--- config.mk ---
export PLATFORM = sky130hd
export DESIGN_NAME = health_alarm_reporter
export DESIGN_NICKNAME = d
export VERILOG_FILES = /design/src/rtl/health_alarm_reporter.sv
export SDC_FILE = /design/constraint.sdc
export NUM_CORES = 1
export LEC_CHECK = 0
export CAP_MARGIN = 15
export CORE_ASPECT_RATIO = 0.75
export CORE_MARGIN = 10
export CORE_UTILIZATION = 59
export CTS_CLUSTER_SIZE = 30
export DETAILED_ROUTE_END_ITERATION = 6
export GPL_TIMING_DRIVEN = 0
export MAX_ROUTING_LAYER = met4
export PLACE_DENSITY = 0.89
export SLEW_MARGIN = 10
export SYNTH_ARGS = -nofsm -noshare
export SYNTH_HDL_FRONTEND = slang
export SYNTH_SLANG_ARGS = --single-unit
--- constraint.sdc ---
create_clock -name clk -period 2.8 [get_ports clk]
set_input_delay 0.42 -clock clk [delete_from_list [all_inputs] [get_ports clk]]
set_output_delay 0.42 -clock clk [all_outputs]
set_load 0.02 [all_outputs]
--- src/rtl/health_alarm_reporter.sv ---
// health_alarm_reporter
//   Consumer of the phase-1 abnormality detector flags. Each raw flag must stay
//   high for PERSIST consecutive samples before it is confirmed. A flag clears on
//   the first low sample. Every confirm or clear transition becomes an event record
//   {source, raise/clear, glycemicIndex snapshot}. The record waits in a per-source
//   pending slot, is pushed into a small FWFT FIFO by a fixed-priority arbiter, and
//   is delivered to the nurse-station link over a valid/ready handshake.
//
// Ports
//   clk, rst_n            system clock (rising edge), async active-low reset
//   presureAbnormality    raw flag, source 0
//   bloodAbnormality      raw flag, source 1
//   lowTempAbnormality    raw flag, source 2
//   highTempAbnormality   raw flag, source 3
//   fallDetected          raw flag, source 4
//   glycemicIndex [3:0]   snapshot attached to each event
//   evtValid / evtReady   FIFO head handshake; a pop occurs when both are high
//   evtCode [2:0]         source id of the head event
//   evtRaise              1 = confirm event, 0 = clear event
//   evtGI [3:0]           glycemicIndex captured when the event was created
//   activeMask [4:0]      confirmed state per source
//   alarmActive           OR of activeMask
//   overflow              sticky flag: a pending event was overwritten

module health_alarm_reporter #(
    parameter int PERSIST    = 4,
    parameter int FIFO_DEPTH = 4
) (
    input  logic       clk,
    input  logic       rst_n,
    input  logic       presureAbnormality,
    input  logic       bloodAbnormality,
    input  logic       lowTempAbnormality,
    input  logic       highTempAbnormality,
    input  logic       fallDetected,
    input  logic [3:0] glycemicIndex,
    output logic       evtValid,
    input  logic       evtReady,
    output logic [2:0] evtCode,
    output logic       evtRaise,
    output logic [3:0] evtGI,
    output logic [4:0] activeMask,
    output logic       alarmActive,
    output logic       overflow
);

    localparam int CW = $clog2(PERSIST + 1);
    localparam int PW = (FIFO_DEPTH > 1) ? $clog2(FIFO_DEPTH) : 1;
    localparam int NW = $clog2(FIFO_DEPTH + 1);

    logic [4:0]    raw;
    logic [CW-1:0] cnt [5];
    logic [4:0]    confirmed;
    logic [4:0]    confirmedNext;
    logic [4:0]    newEvt;

    logic [4:0]    pending;
    logic [4:0]    pendRaise;
    logic [3:0]    pendGI [5];

    logic [2:0]    memCode  [FIFO_DEPTH];
    logic          memRaise [FIFO_DEPTH];
    logic [3:0]    memGI    [FIFO_DEPTH];
    logic [PW-1:0] wrPtr;
    logic [PW-1:0] rdPtr;
    logic [NW-1:0] count;

    logic [2:0]    selId;
    logic          anyPend;
    logic          fifoFull;
    logic          pop;
    logic          push;

    assign raw = {fallDetected, highTempAbnormality, lowTempAbnormality,
                  bloodAbnormality, presureAbnormality};

    // confirmedNext is the value confirmed takes on this edge. A flag confirms
    // on the sample that brings its counter to PERSIST. Any difference from the
    // current confirmed state creates an event.
    always_comb begin
        confirmedNext = '0;
        for (int n = 0; n < 5; n++) begin
            confirmedNext[n] = raw[n] & (confirmed[n] | (cnt[n] == CW'(PERSIST - 1)));
        end
    end

    assign newEvt = confirmedNext ^ confirmed;

    // Fixed priority. Later iterations win, so source 4 has the highest priority.
    always_comb begin
        selId   = '0;
        anyPend = 1'b0;
        for (int n = 0; n < 5; n++) begin
            if (pending[n]) begin
                selId   = 3'(n);
                anyPend = 1'b1;
            end
        end
    end

    assign evtValid = (count != '0);
    assign fifoFull = (count == NW'(FIFO_DEPTH));
    assign pop      = evtValid & evtReady;
    assign push     = anyPend & (~fifoFull | pop);

    always_ff @(posedge clk or negedge rst_n) begin
        if (!rst_n) begin
            for (int n = 0; n < 5; n++) begin
                cnt[n]    <= '0;
                pendGI[n] <= '0;
            end
            confirmed <= '0;
            pending   <= '0;
            pendRaise <= '0;
            overflow  <= 1'b0;
        end else begin
            confirmed <= confirmedNext;
            for (int n = 0; n < 5; n++) begin
                if (!raw[n]) begin
                    cnt[n] <= '0;
                end else if (cnt[n] != CW'(PERSIST)) begin
                    cnt[n] <= cnt[n] + CW'(1);
                end

                // When a new event arrives on the edge that pushes the old one,
                // the old record still reaches the FIFO, so nothing is lost and
                // overflow stays clear.
                if (newEvt[n]) begin
                    pending[n]   <= 1'b1;
                    pendRaise[n] <= confirmedNext[n];
                    pendGI[n]    <= glycemicIndex;
                    if (pending[n] && !(push && selId == 3'(n))) begin
                        overflow <= 1'b1;
                    end
                end else if (push && selId == 3'(n)) begin
                    pending[n] <= 1'b0;
                end
            end
        end
    end

    always_ff @(posedge clk or negedge rst_n) begin
        if (!rst_n) begin
            wrPtr <= '0;
            rdPtr <= '0;
            count <= '0;
        end else begin
            if (push) wrPtr <= wrPtr + PW'(1);
            if (pop)  rdPtr <= rdPtr + PW'(1);
            case ({push, pop})
                2'b10:   count <= count + NW'(1);
                2'b01:   count <= count - NW'(1);
                default: count <= count;
            endcase
        end
    end

    // Storage needs no reset. The head outputs are gated by evtValid, so stale
    // entries never show on the outputs.
    always_ff @(posedge clk) begin
        if (push) begin
            memCode[wrPtr]  <= selId;
            memRaise[wrPtr] <= pendRaise[selId];
            memGI[wrPtr]    <= pendGI[selId];
        end
    end

    assign evtCode     = evtValid ? memCode[rdPtr]  : 3'd0;
    assign evtRaise    = evtValid ? memRaise[rdPtr] : 1'b0;
    assign evtGI       = evtValid ? memGI[rdPtr]    : 4'd0;
    assign activeMask  = confirmed;
    assign alarmActive = |confirmed;

endmodule
==> out/results.txt, run 1 <==
clk sinks: 90
vias in the first global route: 2940
Largest stage delay, worst path: 550 ps
Yosys warnings: 0
drt first pass iters: 4
Antenna Violating Nets Remaining: 0
wire length per cell: 17.00 um
routing usage on met1: 19.95%
Die Wd: 118.6 um
routability cong.: 0.8562
async set-reset flop share out of synthesis: 64.44%
Tmin final: 2674 ps
GR Util met2: 26.85%
final-report max-slew violation count: 0
post-synthesis cell area: 0.004305 sq mm
ratio of cells with drive above 1 in the final layout: 13.23%
Root Driver: clkbuf_8
Max Freq: 0.3740 GHz
Max Fanout on Critical Path: 10
CP top delay family: buffers and inverters
Critical Path Sink Type: output pin
final setup margin: 126.2 ps
num rows: 26
CP Class: reg2out
sequential fraction of the synthesis area: 56.03%
Skew-Pair Late Insertion Delay: 360 ps
number of library cell types mapped by synthesis: 41
Seq cells post-synth: 90
# setup viols final: 0
Leakage: 2.026 nW
skew final: 12.60 ps
CTS Buffer Depth: 2
first-pass GRT wire length: 14390 um
top cells by area, synth: dfrtp_1, edfxtp_1, ha_1
Critical Path AT: 2250 ps
routed vias/inst: 5.613
leading area contributor after synthesis: dfrtp_1
Net Count, Synth: 384
GRT Total Usage: 16.63%
top cells by instance count after synthesis: dfrtp_1, edfxtp_1, nand2_1, o21ai_0, inv_1
CP max-delay cell: mux4_2
CTS H-tree lvls: 3
synth-to-layout area growth: 13.80%
pin count of the biggest net entering global routing: 59
Avg Inst Size Synth: 12.23 sq um
RSZ-0062 raised after global routing: no
max-cap violation count: 0
post-CTS sizing: 0
gr ovfl total: 0
CP Cell Sequence: buf_2 > mux4_2 > and2_1 > clkdlybuf4s50_1
hold slack: 110.3 ps
CTS tree: built
CP required: 2380 ps
CORE AREA: 0.006962 sq mm
CTS Hold Bufs: 0
EDFF count, synth: 32
period utilization: 95.49%
VDD IR-drop max: 561.8 uV
diodes inserted: 0
CTS clock-pin slew for the worst setup and hold paths: 90 ps
# nets final: 420
Worst-Margin Slew: 900.6 ps
drt total wl: 8345 um
run status: finished clean
global routing's busiest layer: met2
Hold Path Class: in2async
Post-Syn Instances: 352
die area: 0.01115 sq mm
Most used DFF post-synth: dfrtp_1
Synth top area share: 33.71%
Iteration-0 DRC Markers: 220
Startpoint Class: flop
Max-slew headroom: 39.12%
setup TNS: 0 ps
HPWL Detailed: 5922 um
buffers and inverters on the worst path: 2
most common cell in the synthesized netlist: dfrtp_1
Post-CTS Setup Inserts: 0
Final Hold Violating Endpoints: 0
GRT met3 Usage: 3.904%
Setup WS pre-CTS: 428.7 ps
DR vias: 2756
Pwr per Cell Area: 1164 mW/mm^2
DR DRC count: 0
Die Y: 93.98 um
Final Util: 70.38%
Fillers: 510
initial antenna violation count: 0
I/O pins: 28
PortBufs: 26
Initial Util: 61.84%
total CTS buffers: 9
-- per-layer routing --
layer  up-vias  part of all wire [%]
li1       1312                     -
met1      1370                    45
met3        17                   4.0
met5         -                     0
met4         0                   2.1
met2        57                    49
-- layout make-up --
type / count / area (sq um) / area share (%)
repair buffers: 26 / 257.7 / 5.260
plain buffers: 14 / 70.07 / 1.430
inverters: 26 / 97.59 / 1.992
flip-flops and latches: 90 / 2412 / 49.23
well taps: 98 / 122.6 / 2.503
multi-input cells: 221 / 1722 / 35.14
clock inverters: 6 / 90.09 / 1.839
clock buffers: 10 / 127.6 / 2.605
-- sequential cells by signal (all words and copies together), names as in the netlist --
register and flops:
count 3, pendGI 20, rdPtr 2, memCode 12, wrPtr 2, pendRaise 5, activeMask 5, overflow 1
cnt 15, memRaise 4, memGI 16, pending 5
-- path summary, 6_finish.rpt --
check	start	slack [ps]	cells after the start	to
min in group clk	evtReady	460	3	rdPtr[0]
max in group asynchronous	rst_n	2190	1	cnt[2]
worst max register to register	pending[4]	430	9	count[1]
worst min register to register	pendGI[12]	510	1	pendGI[12]
worst max-delay path	rdPtr[0]	130	4	evtCode[2]
worst min-delay path	rst_n	110	1	cnt[9]
-- through the flow --
step                total power [W]  instance area, sq um  std cells
floorplan                  0.003946                  4305        352
finish                     0.005705                  4900        491
CTS                        0.005734                  4903        492
global placement           0.004564                  4688        476
detailed placement         0.004757                  4686        476
global route               0.006097                  4900        491
-- cell usage in the layout, fill, tap and decap left out, types with 8 or more instances in the layout --
cell type | netlist | layout
inv_1 | 26 | 26
clkbuf_1 | 9 | 9
edfxtp_1 | 32 | 32
and2_1 | 15 | 15
a21oi_1 | 8 | 8
ha_1 | 19 | 19
clkdlybuf4s50_1 | 0 | 25
a21boi_0 | 11 | 11
mux2_2 | 21 | 21
o21ai_0 | 27 | 27
clkbuf_8 | 0 | 9
nand3_1 | 8 | 8
mux4_2 | 8 | 8
xnor2_1 | 8 | 8
mux2i_1 | 11 | 11
dfrtp_1 | 58 | 58
nand2_1 | 30 | 30
nor2_1 | 8 | 8
-- cells by family (layout without fill, tap and decap cells) --
| group | Yosys count | count (layout) | synth area share, % |
|---|---|---|---|
| DFF | 90 | 90 | 56.03 |
| and+or+nand+nor | 89 | 89 | 10.69 |
| AOI/OAI and AO/OA | 64 | 64 | 9.445 |
| buffers and inverters | 41 | 82 | 3.981 |
| muxes | 40 | 40 | 12.23 |
| adders and majority gates | 20 | 20 | 5.987 |
| xor gates and xnor gates | 8 | 8 | 1.627 |
-- where the power goes --
| part | switching [W] | internal (W) | total, W |
|---|---|---|---|
| Sequential | 0.000279 | 0.00200 | 0.00228 |
| Clock | 0.000452 | 0.000506 | 0.000959 |
| Combinational | 0.00133 | 0.00114 | 0.00247 |
No activity file was read; power rests on OpenSTA's default activity.
==> inputs of run 2 (changes only) <==
CORE_UTILIZATION = 61   (was 59)
CTS_BUF_LIST = sky130_fd_sc_hd__clkbuf_8   (was default)
PLACE_DENSITY = 0.91   (was 0.89)
==> run 2 against run 1 <==
  * Critical path depth is the same
  * Core utilization rose by 0.53 points
  * Count of clock-buffer cells in the layout shrank 1
==> out/results.txt, run 2 (synthesized netlist as in run 1, its figures left out) <==
max layer used: met4
HPWL Detailed: 5923 um (about the same)
routability cong.: 0.8833 (+3.2%)
# nets final: 421 (+0.24%)
period utilization: 94.99% (-0.51 points)
Regs by FF count: pendGI x20, memGI x16, cnt x15
Tmin final: 2660 ps (-14.14 ps)
CTS tree: built
Max Fanout on Critical Path: 10 (unchanged)
most frequent cells in the layout: dfrtp_1, edfxtp_1, nand2_1, inv_1, o21ai_0
CTS H-tree lvls: 3 (unchanged)
run status: finished clean
RSZ-0062 raised after global routing: no
ratio of cells with drive above 1 in the final layout: 12.94% (-0.29 points)
setup TNS: 0 ps (unchanged)
Setup WS pre-CTS: 441.9 ps (+13.16 ps)
Worst-Margin Slew: 869.1 ps (-31.49 ps)
total CTS buffers: 9 (unchanged)
Root Driver: clkbuf_8
gr ovfl total: 0 (unchanged)
Critical Path Sink Type: output pin
drt first pass iters: 5 (+1)
Max-slew headroom: 41.24% (+2.1 points)
DR DRC count: 0 (unchanged)
initial antenna violation count: 0 (unchanged)
Final Hold Violating Endpoints: 0 (unchanged)
Initial Util: 63.02% (+1.2 points)
DR vias: 2783 (+0.98%)
Critical Path AT: 2240 ps (about the same)
routed vias/inst: 5.822 (+3.7%)
max-cap violation count: 0 (unchanged)
most flop-heavy register: pendGI
most common cell after layout, fill and taps aside: dfrtp_1
Iteration-0 DRC Markers: 182 (-17%)
wire length per cell: 16.67 um (-1.9%)
die area: 0.01085 sq mm (-2.7%)
met3 wire length: 418 um (+26%)
Leakage: 2.009 nW (-0.84%)
CTS clock-pin slew for the worst setup and hold paths: 80 ps (about the same)
Pwr per Cell Area: 1125 mW/mm^2 (-3.4%)
GRT Total Usage: 16.31% (-0.32 points)
Post-CTS Setup Inserts: 0 (unchanged)
Final Util: 70.92% (+0.53 points)
Die Y: 92.76 um (-1.3%)
Skew-Pair Late Insertion Delay: 350 ps (about the same)
pin count of the biggest net entering global routing: 39 (-34%)
skew final: 5.750 ps (-6.846 ps)
# setup viols final: 0 (unchanged)
max reg flops: 20 (unchanged)
CP Class: reg2out
CP required: 2380 ps (about the same)
final-report max-slew violation count: 0 (unchanged)
Hold Path Class: in2async
vias in the first global route: 2820 (-4.1%)
drt total wl: 7969 um (-4.5%)
VDD IR-drop max: 538.6 uV (-4.1%)
diodes inserted: 0 (unchanged)
num rows: 26 (unchanged)
clk sinks: 90 (unchanged)
Max Freq: 0.3760 GHz (+0.53%)
CORE AREA: 0.006832 sq mm (-1.9%)
first-pass GRT wire length: 13500 um (-6.2%)
worst r2r path cells: 9 (unchanged)
met1 WL: 3442 um (-8.5%)
PortBufs: 26 (unchanged)
met2 wire len: 4000 um (-1.8%)
Die Wd: 117.0 um (-1.4%)
I/O pins: 28 (unchanged)
synth-to-layout area growth: 12.53%
CTS Buffer Depth: 2 (unchanged)
Startpoint Class: flop
final setup margin: 140.4 ps (+14.14 ps)
Antenna Violating Nets Remaining: 0 (unchanged)
[run 2: changes by cell type in the layout (fill, tap and decap cells not counted), sizes merged]
cell / delta
clkbuf: -1
inv: +1
buf: +1
clkinvlp: +2
bufinv: -2
[run 2: area by class of cell]
cell class	instances	area [sq um]
clock buffers	9	123.9
inverters	26	97.59
multi-input cells	221	1722
fillers	456	1987
clock inverters	7	38.79
flip-flops and latches	90	2412
plain buffers	14	70.07
well taps	84	105.1
repair buffers	27	275.3
[run 2: per-layer routing]
metal,GRT usage (%),up-vias
li1,-,1319
met1,19.74,1371
met2,25.62,82
met3,4.449,11
met4,6.057,0
met5,-,-
[run 2: critical path, cell delays in order, from the launching register on]
cell	delay (ps)
dfrtp_1	330
buf_2	300
mux4_2	560
and2_1	170
clkdlybuf4s50_1	530
[run 2: what timing repair did]
item | in CTS | in global routing
gates resized for setup | 0 | 0
hold buffers | 0 | 0
endpoints found under the setup margin | 0 | 8
[run 2: power by group]
group          internal (W)  leakage (nW)  total (W)  switching, W
combinational       0.00114         0.918    0.00243       0.00129
sequential          0.00200          1.01    0.00228      0.000282
clock              0.000311        0.0829   0.000739      0.000428
[run 2: through the flow]
step	std cells	area, sq um	power [W]	hold WS [ps]
after floorplan	352	4305	0.003946	124.4
after global placement	462	4671	0.004547	486.0
after detailed placement	463	4686	0.004744	415.8
after CTS	479	4848	0.005494	25.59
after global routing	478	4845	0.005837	45.66
final	478	4845	0.005450	25.24
[run 2: worst paths after layout]
check	startpoint	slack, ps	endpoint
hold reg to reg	pendGI[14]	510	pendGI[14]
hold / removal	rst_n	30	activeMask[0]
setup / recovery	rdPtr[0]	140	evtGI[3]
min in group clk	evtReady	450	rdPtr[0]
setup reg to reg	pending[4]	440	count[1]
max in group asynchronous	rst_n	2210	pendGI[8]
